==> src/rtl/ad9783_cfg_sequencer.sv <==
// Power-up configuration sequencer and host command arbiter for the AD9783 command port.
// Clean init latency from reset release to ready_out: RST_HOLD + 8*(SPI_WAIT+2) + 4 cycles.
module ad9783_cfg_sequencer #(
   parameter int unsigned RST_HOLD  = 16,
   parameter int unsigned SPI_WAIT  = 40,
   parameter int unsigned MAX_RETRY = 2,
   parameter logic [31:0] INIT0     = 32'h0000_0000,
   parameter logic [31:0] INIT1     = 32'h0002_0000,
   parameter logic [31:0] INIT2     = 32'h0003_0000,
   parameter logic [31:0] INIT3     = 32'h0004_0000
) (
   input  logic        clk_in,
   input  logic        rst_n_in,
   input  logic        reinit_in,
   input  logic        host_req_in,
   input  logic [15:0] host_addr_in,
   input  logic [15:0] host_data_in,
   output logic        host_ack_out,
   output logic [15:0] host_rdata_out,
   output logic        cmd_trig_out,
   output logic [15:0] cmd_addr_out,
   output logic [15:0] cmd_data_out,
   input  logic [15:0] cmd_rdata_in,
   output logic        dac_rst_out,
   input  logic [15:0] dac0_in,
   input  logic [15:0] dac1_in,
   output logic [15:0] dac0_out,
   output logic [15:0] dac1_out,
   output logic        ready_out,
   output logic        fault_out
);

   localparam int unsigned CntMax = (RST_HOLD > SPI_WAIT) ? RST_HOLD : SPI_WAIT;
   localparam int unsigned CntW   = $clog2(CntMax + 1);
   localparam int unsigned RetryW = $clog2(MAX_RETRY + 2);

   typedef enum logic [3:0] {
      StRstHold,
      StWrIssue,
      StWrWait,
      StRdIssue,
      StRdWait,
      StCheck,
      StReady,
      StHostWait,
      StFault
   } state_e;

   state_e            state;
   logic [CntW-1:0]   cnt;
   logic [1:0]        idx;
   logic [RetryW-1:0] retry;
   logic [7:0]        rd_sample;
   logic              reinit_pend;

   logic [31:0]       entry;
   logic [RetryW-1:0] retry_inc;
   logic              hold_done;
   logic              wait_done;

   always_comb begin
      entry = INIT0;
      unique case (idx)
         2'd0: entry = INIT0;
         2'd1: entry = INIT1;
         2'd2: entry = INIT2;
         2'd3: entry = INIT3;
      endcase
      retry_inc = retry + 1'b1;
      hold_done = (cnt == CntW'(RST_HOLD - 1));
      // Counter is cleared in the trig cycle, so this is trig + SPI_WAIT.
      wait_done = (cnt == CntW'(SPI_WAIT));
   end

   always_ff @(posedge clk_in or negedge rst_n_in) begin
      if (!rst_n_in) begin
         state          <= StRstHold;
         cnt            <= '0;
         idx            <= 2'd0;
         retry          <= '0;
         rd_sample      <= 8'h00;
         reinit_pend    <= 1'b0;
         dac_rst_out    <= 1'b1;
         ready_out      <= 1'b0;
         fault_out      <= 1'b0;
         cmd_trig_out   <= 1'b0;
         host_ack_out   <= 1'b0;
         cmd_addr_out   <= 16'h0000;
         cmd_data_out   <= 16'h0000;
         host_rdata_out <= 16'h0000;
         dac0_out       <= 16'h8000;
         dac1_out       <= 16'h8000;
      end else begin
         cmd_trig_out <= 1'b0;
         host_ack_out <= 1'b0;
         dac0_out     <= ready_out ? dac0_in : 16'h8000;
         dac1_out     <= ready_out ? dac1_in : 16'h8000;

         case (state)
            StRstHold: begin
               if (hold_done) begin
                  dac_rst_out <= 1'b0;
                  cnt         <= '0;
                  state       <= StWrIssue;
               end else begin
                  cnt <= cnt + 1'b1;
               end
            end

            StWrIssue: begin
               cmd_addr_out <= {1'b0, entry[30:16]};
               cmd_data_out <= entry[15:0];
               cmd_trig_out <= 1'b1;
               cnt          <= '0;
               state        <= StWrWait;
            end

            StWrWait: begin
               if (wait_done) begin
                  cnt <= '0;
                  idx <= idx + 2'd1;
                  state <= (idx == 2'd3) ? StRdIssue : StWrIssue;
               end else begin
                  cnt <= cnt + 1'b1;
               end
            end

            StRdIssue: begin
               cmd_addr_out <= entry[31:16] | 16'h8000;
               cmd_data_out <= 16'h0000;
               cmd_trig_out <= 1'b1;
               cnt          <= '0;
               state        <= StRdWait;
            end

            StRdWait: begin
               if (wait_done) begin
                  rd_sample <= cmd_rdata_in[7:0];
                  cnt       <= '0;
                  state     <= StCheck;
               end else begin
                  cnt <= cnt + 1'b1;
               end
            end

            StCheck: begin
               if (rd_sample == entry[7:0]) begin
                  idx <= idx + 2'd1;
                  if (idx == 2'd3) begin
                     ready_out <= 1'b1;
                     state     <= StReady;
                  end else begin
                     state <= StRdIssue;
                  end
               end else begin
                  idx   <= 2'd0;
                  retry <= retry_inc;
                  if (retry_inc > RetryW'(MAX_RETRY)) begin
                     fault_out <= 1'b1;
                     state     <= StFault;
                  end else begin
                     dac_rst_out <= 1'b1;
                     cnt         <= '0;
                     state       <= StRstHold;
                  end
               end
            end

            StReady: begin
               if (reinit_in || reinit_pend) begin
                  reinit_pend <= 1'b0;
                  retry       <= '0;
                  ready_out   <= 1'b0;
                  dac_rst_out <= 1'b1;
                  cnt         <= '0;
                  idx         <= 2'd0;
                  state       <= StRstHold;
               end else if (host_req_in && !host_ack_out) begin
                  // The ack cycle is skipped so a host holding req one cycle past ack is not re-served.
                  cmd_addr_out <= host_addr_in;
                  cmd_data_out <= host_data_in;
                  cmd_trig_out <= 1'b1;
                  cnt          <= '0;
                  state        <= StHostWait;
               end
            end

            StHostWait: begin
               if (reinit_in) begin
                  reinit_pend <= 1'b1;
               end
               if (wait_done) begin
                  host_rdata_out <= cmd_rdata_in;
                  host_ack_out   <= 1'b1;
                  cnt            <= '0;
                  state          <= StReady;
               end else begin
                  cnt <= cnt + 1'b1;
               end
            end

            StFault: begin
               if (reinit_in) begin
                  fault_out   <= 1'b0;
                  retry       <= '0;
                  dac_rst_out <= 1'b1;
                  cnt         <= '0;
                  idx         <= 2'd0;
                  state       <= StRstHold;
               end
            end

            default: begin
               state <= StRstHold;
            end
         endcase
      end
   end

endmodule
==> config.mk <==
export PLATFORM = sky130hd
export DESIGN_NAME = ad9783_cfg_sequencer
export DESIGN_NICKNAME = d
export VERILOG_FILES = /design/src/rtl/ad9783_cfg_sequencer.sv
export SDC_FILE = /design/constraint.sdc
export NUM_CORES = 1
export LEC_CHECK = 0
export ABC_AREA = 1
export CAP_MARGIN = 20
export CORE_MARGIN = 3
export CORE_UTILIZATION = 41
export CTS_CLUSTER_SIZE = 8
export DETAILED_ROUTE_END_ITERATION = 10
export HOLD_SLACK_MARGIN = 0.06
export PLACE_DENSITY = 0.77
export SLEW_MARGIN = 40
export SYNTH_ARGS = -nofsm -noshare
export SYNTH_HDL_FRONTEND = slang
export SYNTH_SLANG_ARGS = --single-unit
==> constraint.sdc <==
create_clock -name clk_in -period 1.6 [get_ports clk_in]
set_input_delay 0.4 -clock clk_in [delete_from_list [all_inputs] [get_ports clk_in]]
set_output_delay 0.4 -clock clk_in [all_outputs]
set_load 0.02 [all_outputs]
* After elaboration in Yosys (flattened, before gate mapping)
Cells that the tools add are included.
** Word-level totals
- Word-level logic and storage cells :: 131
- Bits in registers :: 108
- Bits of input ports :: 84
** Cells by class
- Mux-type cells :: 56
- Reduce and logical (&&, ||, !) cells :: 26
- Add/subtract/negate cells :: 3
- $lt $le $gt $ge :: 1
- Equal/unequal tests :: 29
** Operators by type and width (number)
- 31-bit case mux with 4 select lines :: 1
- 16-bit two-way mux :: 6
- 16-bit case mux with 3 select lines :: 2
- 6-bit two-way mux :: 7
- 4-bit two-way mux :: 9
- 4-bit case mux with 9 select lines :: 1
- 6-bit case mux with 6 select lines :: 1
- 2-bit inequality test, second input constant :: 14
- 4-bit by 3-bit == test with 1-bit output, second input constant :: 4
- 4-bit AND reduction :: 4
- 1-bit two-way mux :: 15
- 2-bit two-way mux :: 6
- 6-bit AND reduction :: 2
- 4-bit by 2-bit == test with 1-bit output, second input constant :: 2
- 8-bit == test :: 1
- 1-bit case mux with 2 select lines :: 4
- 2-bit case mux with 4 select lines :: 1
- 4-bit nonzero test :: 2
- 6-bit by 1-bit adder with 6-bit output, second input constant :: 1
- 6-bit by 4-bit == test with 1-bit output, second input constant :: 1
- 6-bit == test, second input constant :: 1
- 2-bit case mux with 3 select lines :: 1
- 3-bit AND reduction :: 2
- 2-bit nonzero test :: 3
- other kinds (20) :: 24

* Logic depth before layout (Yosys ltp)
- Depth in word-level cells :: 5
- Mapped depth :: 11
- Gate-level depth less buffers :: 10

* Least setup slack after synthesis
No wires, ideal clock.
- Kind :: flip-flop to flip-flop
- Start :: register cnt[0]
- End :: register rd_sample[5]
- Stages on the path, launching flop included :: 9
- Buffers on the path :: 2
- Data required time :: 1483 ps
- Setup slack :: 71 ps
- Arrival :: 1412 ps
- Cells stage by stage :: dfrtp_1 inv_1 ha_1 nand3_4 or2_1 buf_6 buf_12 nand2_2 o21ai_2
** On the way
- Word-level cells in the longest chain between the ends :: 2
** Ends and longest elaborated chain
- start, declared :: RTL line 50 : logic [CntW-1:0] cnt;
- start signal, assigned :: RTL line 106 : cnt <= cnt + 1'b1;
- start signal, assigned :: RTL line 124 : cnt <= cnt + 1'b1;
- start signal, assigned :: RTL line 142 : cnt <= cnt + 1'b1;
- 6-bit == test :: RTL line 72 : wait_done = (cnt == CntW'(SPI_WAIT));
- 2-bit AND reduction (no source line)
- end signal, assigned :: RTL line 138 : rd_sample <= cmd_rdata_in[7:0];
- end, declared :: RTL line 53 : logic [7:0] rd_sample;
No other way between the ends.
A chain may end at the register's enable or synchronous reset.

* Worst setup path in the final report
- Start :: register dac0_out[15]
- End :: output dac0_out[15]
** RTL lines
- start, declared :: RTL line 27 : output logic [15:0] dac0_out,
- start signal, assigned :: RTL line 96 : dac0_out <= ready_out ? dac0_in : 16'h8000;
No word-level cell between the ends.

==> out/metrics.csv <==
metric,value,unit
dp.cells,859,
crit_arrival,1.17,ns
crit_path_max_incr_delay,0.52,ns
layout_common_cells,"nand2_1, dfrtp_1, clkdlybuf4s50_1, dlygate4sd2_1, nand3_1",
setup_violations,0,
h-tree-depth,3,
n_fill_cell,949,
syn_nets,629,
grt_use_total,20.3,%
path_delay_family,flip-flops,
rsz0062_at_grt,yes,
vias,4309,
remaining_drc_errors,0,
setup_tns,0,ns
place_area,6700,um^2
drv_cap,0,
worstPathMaxFanout,1,
yosys_warnings,0,
first_pass_iters,5,
port_buffers,168,
n_antenna_cell,0,
hold_viol,0,
finClkSkew,0.00645,ns
timing.hold.ws,0.463,ns
grt_pass1_wl,20.8,mm
grt_pass1_vias,4362,
p_leak,3.80,nW
via_per_inst,4.89,
rows,38,
drtIter0Drc,344,
setup_ws,0.0281,ns
ys_ff_latch,108,
dieArea,12800,um^2
area_growth,49.7,%
cts_tree,yes,
final_cell_area,7050,um^2
power,5.48,mW
drive_gt1_share,14.0,%
start_util,42.7,%
ios,169,
place_congestion,0.898,
syn-cell-area,4710,um^2
fmax,636,MHz
die_w,113,um
crit_path_end_kind,primary output,
crit_slowest_cell,dfstp_2,
path_class,reg -> out,
tightest_slew,0.314,ns
layout_commonest_cell,nand2_1,
cp_cell_sequence,clkdlybuf4s15_1,
clock_sinks,108,
hold_class,reg -> reg,
period_share,98.2,%
clock_path_buffers,2,
final_cells,881,
worst_ep_required_time,1.20,ns
antenna_found_initial,0,
slew_violations,0,
die_h,113,um
crit_buf_inv,1,
peakVddDrop,0.000497,V
numCtsBuffers,9,
clk_pin_slew_worst_paths,0.07,ns
final_antenna_net_count,0,
avgSynthCellArea,8.72,um^2
ys_types,30,
status,"complete, no violations",
layout_min_cycle_time,1.57,ns
grt_max_degree,47,
synthCells,540,
fin_util,63.9,%
finalNetCount,825,
slew_headroom,79.1,%
cts-root-buf,clkbuf_16,
crit_path_start_kind,flip-flop,
ys_seq_area_share,57.5,%
globalRouteOverflowTotal,0,
dp_hpwl,9.79,mm
wl_per_cell,14.7,um
drt_wl_total,12.9,mm
core,11000,um^2
clkLatencyLatePin,0.34,ns
power_per_cell_area,777,nW/um^2
preCtsSetupSlack,-0.285,ns
## synthesized netlist by cell type
cell type | n | area, um^2
dfrtp_1 | 105 | 2630
nand2_1 | 177 | 664
nand3_2 | 1 | 10.0
o21ai_0 | 10 | 50.1
or2_1 | 1 | 6.26
dfstp_2 | 3 | 78.8
nand3_4 | 1 | 17.5
nand4_1 | 5 | 31.3
clkbuf_1 | 8 | 30.0
inv_2 | 5 | 18.8
o21ai_1 | 8 | 40.0
ha_1 | 5 | 62.6
nor3_1 | 1 | 5.00
a31oi_1 | 5 | 31.3
a21oi_1 | 1 | 5.00
nand3b_1 | 2 | 15.0
inv_1 | 61 | 229
buf_6 | 6 | 67.6
nor2_1 | 29 | 109
nor2_2 | 4 | 25.0
buf_2 | 4 | 20.0
or2_2 | 2 | 12.5
buf_12 | 1 | 20.0
nor3_4 | 1 | 16.3
a22oi_1 | 1 | 7.51
nand3_1 | 79 | 395
o21ai_2 | 8 | 70.1
buf_4 | 1 | 7.51
nor2_4 | 1 | 11.3
nand2_2 | 4 | 25.0
## sequential cells by signal (all words and copies together), names as in the netlist
signal and count:
cmd_addr_out 16, cmd_data_out 16, dac0_out 16, dac1_out 16, host_rdata_out 16, rd_sample 8, cnt 6, state 4
idx 2, retry 2, cmd_trig_out 1, dac_rst_out 1, fault_out 1, host_ack_out 1, ready_out 1, reinit_pend 1
## kinds of logic (layout without fill, tap and decap cells)
family	after synthesis	after routing	synth area share, %
AND/OR/NAND/NOR	308	308	28.5
flip-flops	108	108	57.5
buffers and inverters	86	287	8.34
AO/OA/AOI/OAI	33	33	4.33
adder cells (fa/ha/maj)	5	5	1.33
## path summary, 6_finish.rpt
check	from	to	slack (ns)	depth (start not counted)
max in group asynchronous	rst_n_in	dac_rst_out	0.54	3
min in group asynchronous	rst_n_in	cmd_addr_out[14]	0.47	2
hold / removal	dac_rst_out	dac_rst_out	0.46	2
setup / recovery	dac0_out[15]	dac0_out[15]	0.03	1
setup reg to reg	state[0]	retry[1]	0.07	9
hold reg to reg	dac_rst_out	dac_rst_out	0.46	2
## report_power, final
group | internal, mW | total [mW] | switching [mW]
logic | 0.252 | 0.459 | 0.207
registers | 2.77 | 2.78 | 0.00843
clock network | 1.27 | 2.24 | 0.972
total | 4.29 | 5.48 | 1.19
## final cells by class
class	count	area, um^2	area share, %
multi-input cells	346	1710	24.2
clock inverters	4	55.1	0.781
well taps	140	175	2.48
repair buffers	205	1910	27.0
flip-flops and latches	108	2710	38.4
clock buffers	12	246	3.50
inverters	66	250	3.55
## timing repair
item                                    CTS  global route
endpoints found under the hold margin    14             0
pin swaps                                 0             6
gates resized for setup                  89            32
hold buffers                              1             0
endpoints found under the setup margin   98            66
buffers inserted                          0             5
## per-layer routing
layer / global-route usage [%] / share of wire [%] / vias to the layer above
li1: - / - / 2085
met1: 23.8 / 39 / 2026
met2: 34.9 / 51 / 174
met3: 4.60 / 7.6 / 24
met4: 10.0 / 2.7 / 0
met5: 0 / 0 / -
No activity file was read; power rests on OpenSTA's default activity.
